`src/rtl/bus_sram_controller.sv`:
```
// Bridges a 32-bit CPU bus onto a 16-bit asynchronous SRAM, splitting word
// accesses into two big-endian halfword phases of WAIT_CYCLES clocks each.
module bus_sram_controller #(
  parameter int ADDRESS_WIDTH = 20,  // 1..30
  parameter int WAIT_CYCLES   = 1    // 1..15
) (
  input  logic                     clock,
  input  logic                     reset,
  input  logic                     busEnable,
  input  logic [1:0]               busSize,
  input  logic                     busWrite,
  input  logic [31:0]              busAddress,
  input  logic [31:0]              busWriteData,
  output logic [31:0]              busReadData,
  output logic                     busWait,
  output logic [ADDRESS_WIDTH-1:0] sramAddress,
  output logic [15:0]              sramDataOut,
  input  logic [15:0]              sramDataIn,
  output logic                     sramChipEnable,
  output logic                     sramWriteEnable,
  output logic                     sramOutputEnable,
  output logic [1:0]               sramByteEnable
);

  typedef enum logic [1:0] {IDLE, PHASE_HIGH, PHASE_LOW, DONE} stateType;

  localparam logic [3:0] RELOAD = 4'(WAIT_CYCLES - 1);

  stateType                 state;
  logic [3:0]               count;
  logic                     reqWord;
  logic                     reqByte;
  logic                     reqWrite;
  logic                     reqByteLsb;
  logic [ADDRESS_WIDTH-1:0] reqHalfAddress;
  logic [31:0]              reqWriteData;
  logic [31:0]              readBuffer;

  logic acceptWord;
  logic acceptByte;
  logic endAccess;
  logic unusedAddressBits;

  // Size 2'b11 decodes as a word because only bit 1 is looked at.
  assign acceptWord = busSize[1];
  assign acceptByte = (busSize == 2'b00);
  assign unusedAddressBits = ^busAddress[31:ADDRESS_WIDTH+1];

  // An access ends either on its last phase cycle or when the bus master aborts.
  assign endAccess = (state == PHASE_HIGH || state == PHASE_LOW) &&
                     (!busEnable || (state == PHASE_LOW && count == 4'd0));

  function automatic logic [ADDRESS_WIDTH-1:0] phaseAddress(
    input logic isWord, input logic isHigh, input logic [ADDRESS_WIDTH-1:0] halfAddress);
    phaseAddress = halfAddress;
    if (isWord) phaseAddress[0] = !isHigh;
  endfunction

  function automatic logic [15:0] phaseData(
    input logic isWord, input logic isByte, input logic isHigh, input logic [31:0] data);
    if (isByte)               phaseData = {2{data[7:0]}};
    else if (isWord && isHigh) phaseData = data[31:16];
    else                      phaseData = data[15:0];
  endfunction

  always_ff @(posedge clock or negedge reset) begin
    if (!reset) begin
      state            <= IDLE;
      count            <= 4'd0;
      reqWord          <= 1'b0;
      reqByte          <= 1'b0;
      reqWrite         <= 1'b0;
      reqByteLsb       <= 1'b0;
      reqHalfAddress   <= '0;
      reqWriteData     <= 32'd0;
      readBuffer       <= 32'd0;
      sramAddress      <= '0;
      sramDataOut      <= 16'd0;
      sramChipEnable   <= 1'b0;
      sramWriteEnable  <= 1'b0;
      sramOutputEnable <= 1'b0;
      sramByteEnable   <= 2'b00;
    end else begin
      // NOTE: every register here uses <= so all branches see pre-edge values.
      unique case (state)
        IDLE: if (busEnable) begin
          reqWord          <= acceptWord;
          reqByte          <= acceptByte;
          reqWrite         <= busWrite;
          reqByteLsb       <= busAddress[0];
          reqHalfAddress   <= busAddress[ADDRESS_WIDTH:1];
          reqWriteData     <= busWriteData;
          state            <= acceptWord ? PHASE_HIGH : PHASE_LOW;
          count            <= RELOAD;
          sramChipEnable   <= 1'b1;
          sramWriteEnable  <= busWrite;
          sramOutputEnable <= !busWrite;
          sramByteEnable   <= acceptByte ? (busAddress[0] ? 2'b01 : 2'b10) : 2'b11;
          sramAddress      <= phaseAddress(acceptWord, 1'b1, busAddress[ADDRESS_WIDTH:1]);
          sramDataOut      <= phaseData(acceptWord, acceptByte, 1'b1, busWriteData);
        end
        PHASE_HIGH: begin
          if (!busEnable) begin
            state <= IDLE;
          end else if (count == 4'd0) begin
            if (!reqWrite) readBuffer[31:16] <= sramDataIn;
            state       <= PHASE_LOW;
            count       <= RELOAD;
            sramAddress <= phaseAddress(1'b1, 1'b0, reqHalfAddress);
            sramDataOut <= phaseData(1'b1, 1'b0, 1'b0, reqWriteData);
          end else begin
            count <= count - 4'd1;
          end
        end
        PHASE_LOW: begin
          if (!busEnable) begin
            state <= IDLE;
          end else if (count == 4'd0) begin
            if (!reqWrite) readBuffer[15:0] <= sramDataIn;
            state <= DONE;
          end else begin
            count <= count - 4'd1;
          end
        end
        DONE: state <= IDLE;
        default: state <= IDLE;
      endcase

      // Overrides the strobe values assigned above when the access finishes.
      if (endAccess) begin
        sramChipEnable   <= 1'b0;
        sramWriteEnable  <= 1'b0;
        sramOutputEnable <= 1'b0;
        sramByteEnable   <= 2'b00;
      end
    end
  end

  assign busWait = busEnable && (state != DONE);

  always_comb begin
    // NOTE: default first so no path through this block can infer a latch.
    busReadData = 32'd0;
    if (state == DONE) begin
      if (reqWord)      busReadData = readBuffer;
      else if (reqByte) busReadData = {24'd0, reqByteLsb ? readBuffer[7:0] : readBuffer[15:8]};
      else              busReadData = {16'd0, readBuffer[15:0]};
    end
  end

endmodule
```
`config.mk`:
```
export PLATFORM = sky130hd
export DESIGN_NAME = bus_sram_controller
export DESIGN_NICKNAME = d
export VERILOG_FILES = /design/src/rtl/bus_sram_controller.sv
export SDC_FILE = /design/constraint.sdc
export NUM_CORES = 1
export LEC_CHECK = 0
export CAP_MARGIN = 25
export CORE_MARGIN = 5
export CORE_UTILIZATION = 52
export DETAILED_ROUTE_END_ITERATION = 7
export HOLD_SLACK_MARGIN = 0.15
export PLACE_DENSITY = 0.86
export SETUP_SLACK_MARGIN = 0.02
export SLEW_MARGIN = 20
export SYNTH_ARGS = -nofsm -noshare
export SYNTH_HDL_FRONTEND = slang
export SYNTH_SLANG_ARGS = --single-unit
```
`constraint.sdc`:
```
create_clock -name clock -period 3.69 [get_ports clock]
set_clock_uncertainty 0.2 [all_clocks]
set_input_delay 1.107 -clock clock [delete_from_list [all_inputs] [get_ports clock]]
set_output_delay 1.107 -clock clock [all_outputs]
set_load 0.01 [all_outputs]
```
# After elaboration in Yosys (flattened, before gate mapping)
# Cells that the tools add are included.
# Widths: inputs -> output; s select.
# word_totals
register_bits,119
inputBits,86
elab_cells,92
# classes
n_addsub,1
n_eq_ne,11
n_mux,42
bitwise_logic,1
n_reduce_logical,21
# op_table
op,count
$mux 16,6
$mux 32,2
$mux 20,3
$pmux 20 s2,1
$pmux 16 s2,1
$mux 2,11
$mux 4,5
$pmux 4 s3,1
$reduce_and 4->1,3
$mux 1,10
$ne 2x2->1 const B,5
$mux 8,1
$pmux 2 s4,1
$ne 3x2->1 const B,2
$reduce_bool 2->1,3
$reduce_and 5->1,1
$eq 2x2->1 const B,2
$logic_not 2->1,2
$logic_not 4->1,1
$reduce_and 2->1,2
$sub 4x1->4 const B,1
$logic_and 1x1->1,3
$reduce_and 3->1,1
$reduce_bool 3->1,1
other kinds (5),7

# Longest topological paths before layout
# logic_depth
ltp_word,6
mapped_depth,8
mapped_depth_nobuf,5

# Worst setup path before layout
# No wires, ideal clock.
# synth_path
kind,input-to-output
start,input port busEnable
end,output port busWait
arrival_ns,1.573
slack_ns,0.810
cell_stages,3
path_cell_list,buf_2 inv_1 nor2_1
# synth_between
elab_chain_cells,1
# synth_rtl
element,line,text
from (decl),9,"input logic busEnable,"
$logic_and 1x1->1,139,assign busWait = busEnable && (state != DONE);
to (decl),15,"output logic busWait,"
# Every way passes these cells.

# Worst setup path in the final report
# layout_path
start,register state[0]
end,output port busReadData[10]
# layout_between
elab_chain_cells,2
# layout_rtl
element,line,text
from (decl),29,stateType state;
from (signal assigned),93,state <= acceptWord ? PHASE_HIGH : PHASE_LOW;
$eq 2x2->1,144,if (state == DONE) begin
$mux 32,144,
to (decl),14,"output logic [31:0] busReadData,"
# Every way passes these cells.

==> impl_metrics.toml <==
[power]
power.density_nw_per_um2 = 870
p_leak_nw = 3.57
ir_drop_mv = 0.523

[yosys]
avgSynthCellArea_um2 = 13.2
synth.cell_area_um2 = 5720
ys_async_sr_fraction_pct = 100
synth_nets = 526
synth_top_area_share_pct = 51.6
ys_seq_area_share_pct = 51.6
yosys_warnings = 0
netlist_instances = 433
synth_edf_count = 0
yosys-top-cells-area = "dfrtp_1, mux2_2, mux2_4, mux2i_1, and3_1"
ys_ff_latch = 118
ys_types = 37
synthFlopType = "dfrtp_1"
synth_area_leader_cell = "dfrtp_1"

[clocking]
cts_tree = "yes"
clockBufferDepth = 2
clkSlewWorstSetupHoldPaths_ns = 0.06
holdBufCountCts = 0
clk_latency_ns = 0.51
cts_num_sinks = 118
numCtsBuffers = 17
root_buffer = "clkbuf_8"
cts-htree-levels = 4

[drt]
drc = 0
wire_per_inst_um = 19.4
wl_um = 14300
vias = 4061
initialDrtViolationCount = 254
drtPass1Iterations = 5
via_per_inst = 5.50
final_antenna_net_count = 0

[layout]
antenna-diode-count = 0
area_delta_synth_final_pct = 39.3
layout.nets = 681
final_common_cell = "clkdlybuf4s50_1"
drive_above_1_share_pct = 29.2
layout_common_cells = "clkdlybuf4s50_1, dfrtp_1, mux2_2, mux2i_1, inv_1"
final_cells = 739

[grt]
met3_usage_pct = 8.58
grt_usage_pct = 22.8
busiest_layer = "met2"
grt_pass1_vias = 4597
gr-usage-met1_pct = 27.3
grt_max_degree = 61
met2_usage_pct = 38.3
grt_pass1_wl_um = 23400
antenna_found_initial = 0
grt-ovfl-total = 0

[floorplanning]
core_region_area_um2 = 10800
rows = 38
io_pins = 160
die_h_um = 115
die_w_um = 115
start_util_pct = 53.0
dieArea_um2 = 13200

[run]
drv_cap = 0

[setup_path]
path_cells = "ha_1 > inv_1 > a21oi_4 > and2_1 > clkdlybuf4s50_1"
reg2reg_slack_ns = 1.09
critPathKind = "reg2out"
worstPathArrival_ns = 2.18
cp-end-kind = "output pin"
max_stage_delay_ns = 0.54
start_kind = "flop"
critical_path.max_fanout = 8
crit_path_top_delay_cell = "clkdlybuf4s50_1"
required_ns = 2.38

[placement]
dp.cells = 709
port_buffers = 148
hpwlAfterDp_um = 9860
gp_congestion = 0.834
dp_slack_ns = 0.0332

[timing]
fmax_mhz = 287
layout_min_cycle_time_ns = 3.49
tightest_slew_ns = 0.813
hold_viol_final = 0
setup_slack_ns = 0.204
setup_viol = 0
fin_crit_sh_pct = 94.5
maxSlewHeadroom_pct = 45.8
rsz0062_at_grt = "no"
drv_slew = 0
setup_tns_ns = 0

[min_path]
worst_hold_path_type = "reg2reg"

[outcome]
status = "finished, final reports clean"
-- routing by layer --
metal | vias to the layer above | part of all wire, %
met2 | 152 | 50
li1 | 1844 | -
met1 | 2049 | 40
met4 | 0 | 1.3
met5 | - | 0
met3 | 16 | 8.5
-- power breakdown --
group / total, mW / internal [mW] / switching [mW] / leakage, nW
Sequential: 2.36 / 1.96 / 0.399 / 1.41
Combinational: 2.92 / 1.70 / 1.22 / 1.87
Clock: 1.65 / 1.10 / 0.555 / 0.293
-- worst max-delay path, delay by kind of cell, from the launching register on --
family                   cells  cell delay, ns
buffers and inverters        2            0.62
flip-flops                   1            0.44
AO/OA/AOI/OAI                1            0.23
adder cells (fa/ha/maj)      1            0.20
AND/OR/NAND/NOR              1            0.19
-- cell usage after synthesis, types with 2 or more instances --
master and number:
mux2i_1 27, nand4b_4 2, mux2_2 103, a21oi_1 7
dfrtp_1 118, and2_1 9, and3_1 16, inv_1 25
a211oi_1 2, clkbuf_1 10, nor2_1 11, o2bb2ai_1 3
nand2_1 16, buf_4 2, o221ai_1 2, nand2b_1 3
nor3_1 3, o21ai_0 12, ha_1 7, mux2_4 20
nor2b_1 2, a222oi_1 8, buf_2 7, buf_6 5
-- stage by stage --
step / utilization [%] / cell area, µm² / hold slack (ns) / total power [mW]
floorplan: - / 5720 / 0.264 / 4.15
global placement: 68.0 / 7340 / 0.272 / 5.08
detailed placement: 68.3 / 7370 / 0.288 / 5.26
CTS: 73.8 / 7960 / 0.300 / 6.97
global route: 73.9 / 7970 / 0.307 / 7.34
finish: 73.9 / 7970 / 0.296 / 6.94
-- cells by family after synthesis --
kind of cell / share of synthesized area (%)
fa+ha+maj: 1.53
flops: 51.6
mux: 30.4
compound gates: 5.14
buf+inv: 4.22
simple gates: 7.08
-- state kept, by name, indices dropped and copies added, names as in the netlist, 2 cells and up --
| name | flops |
|---|---|
| state | 2 |
| reqWriteData | 16 |
| readBuffer | 32 |
| sramDataOut | 16 |
| sramByteEnable | 2 |
| count | 4 |
| reqHalfAddress | 19 |
| sramAddress | 20 |
-- final timing paths --
check | from | to | cells after the start
min in group asynchronous | reset | sramWriteEnable | 1
setup / recovery | state[0] | busReadData[10] | 5
hold / removal | sramAddress[13] | sramAddress[13] | 1
max in group asynchronous | reset | sramDataOut[6] | 2
setup reg to reg | state[1] | sramDataOut[12] | 6
hold reg to reg | sramAddress[13] | sramAddress[13] | 1
-- timing repair --
item	4_1_cts	5_1_grt
setup buffers	0	0
setup endpoints to repair	8	9
resized for setup	1	2
endpoints found under the hold margin	0	0
-- cell type report --
| type | instances | area [µm²] |
|---|---|---|
| flip-flops and latches | 118 | 2950 |
| fillers | 738 | 2820 |
| multi-input cells | 265 | 2550 |
| repair buffers | 161 | 1610 |
| clock buffers | 19 | 432 |
| well taps | 140 | 175 |
| clock inverters | 11 | 158 |
| inverters | 25 | 93.8 |
(Power assumes the default switching activity.)
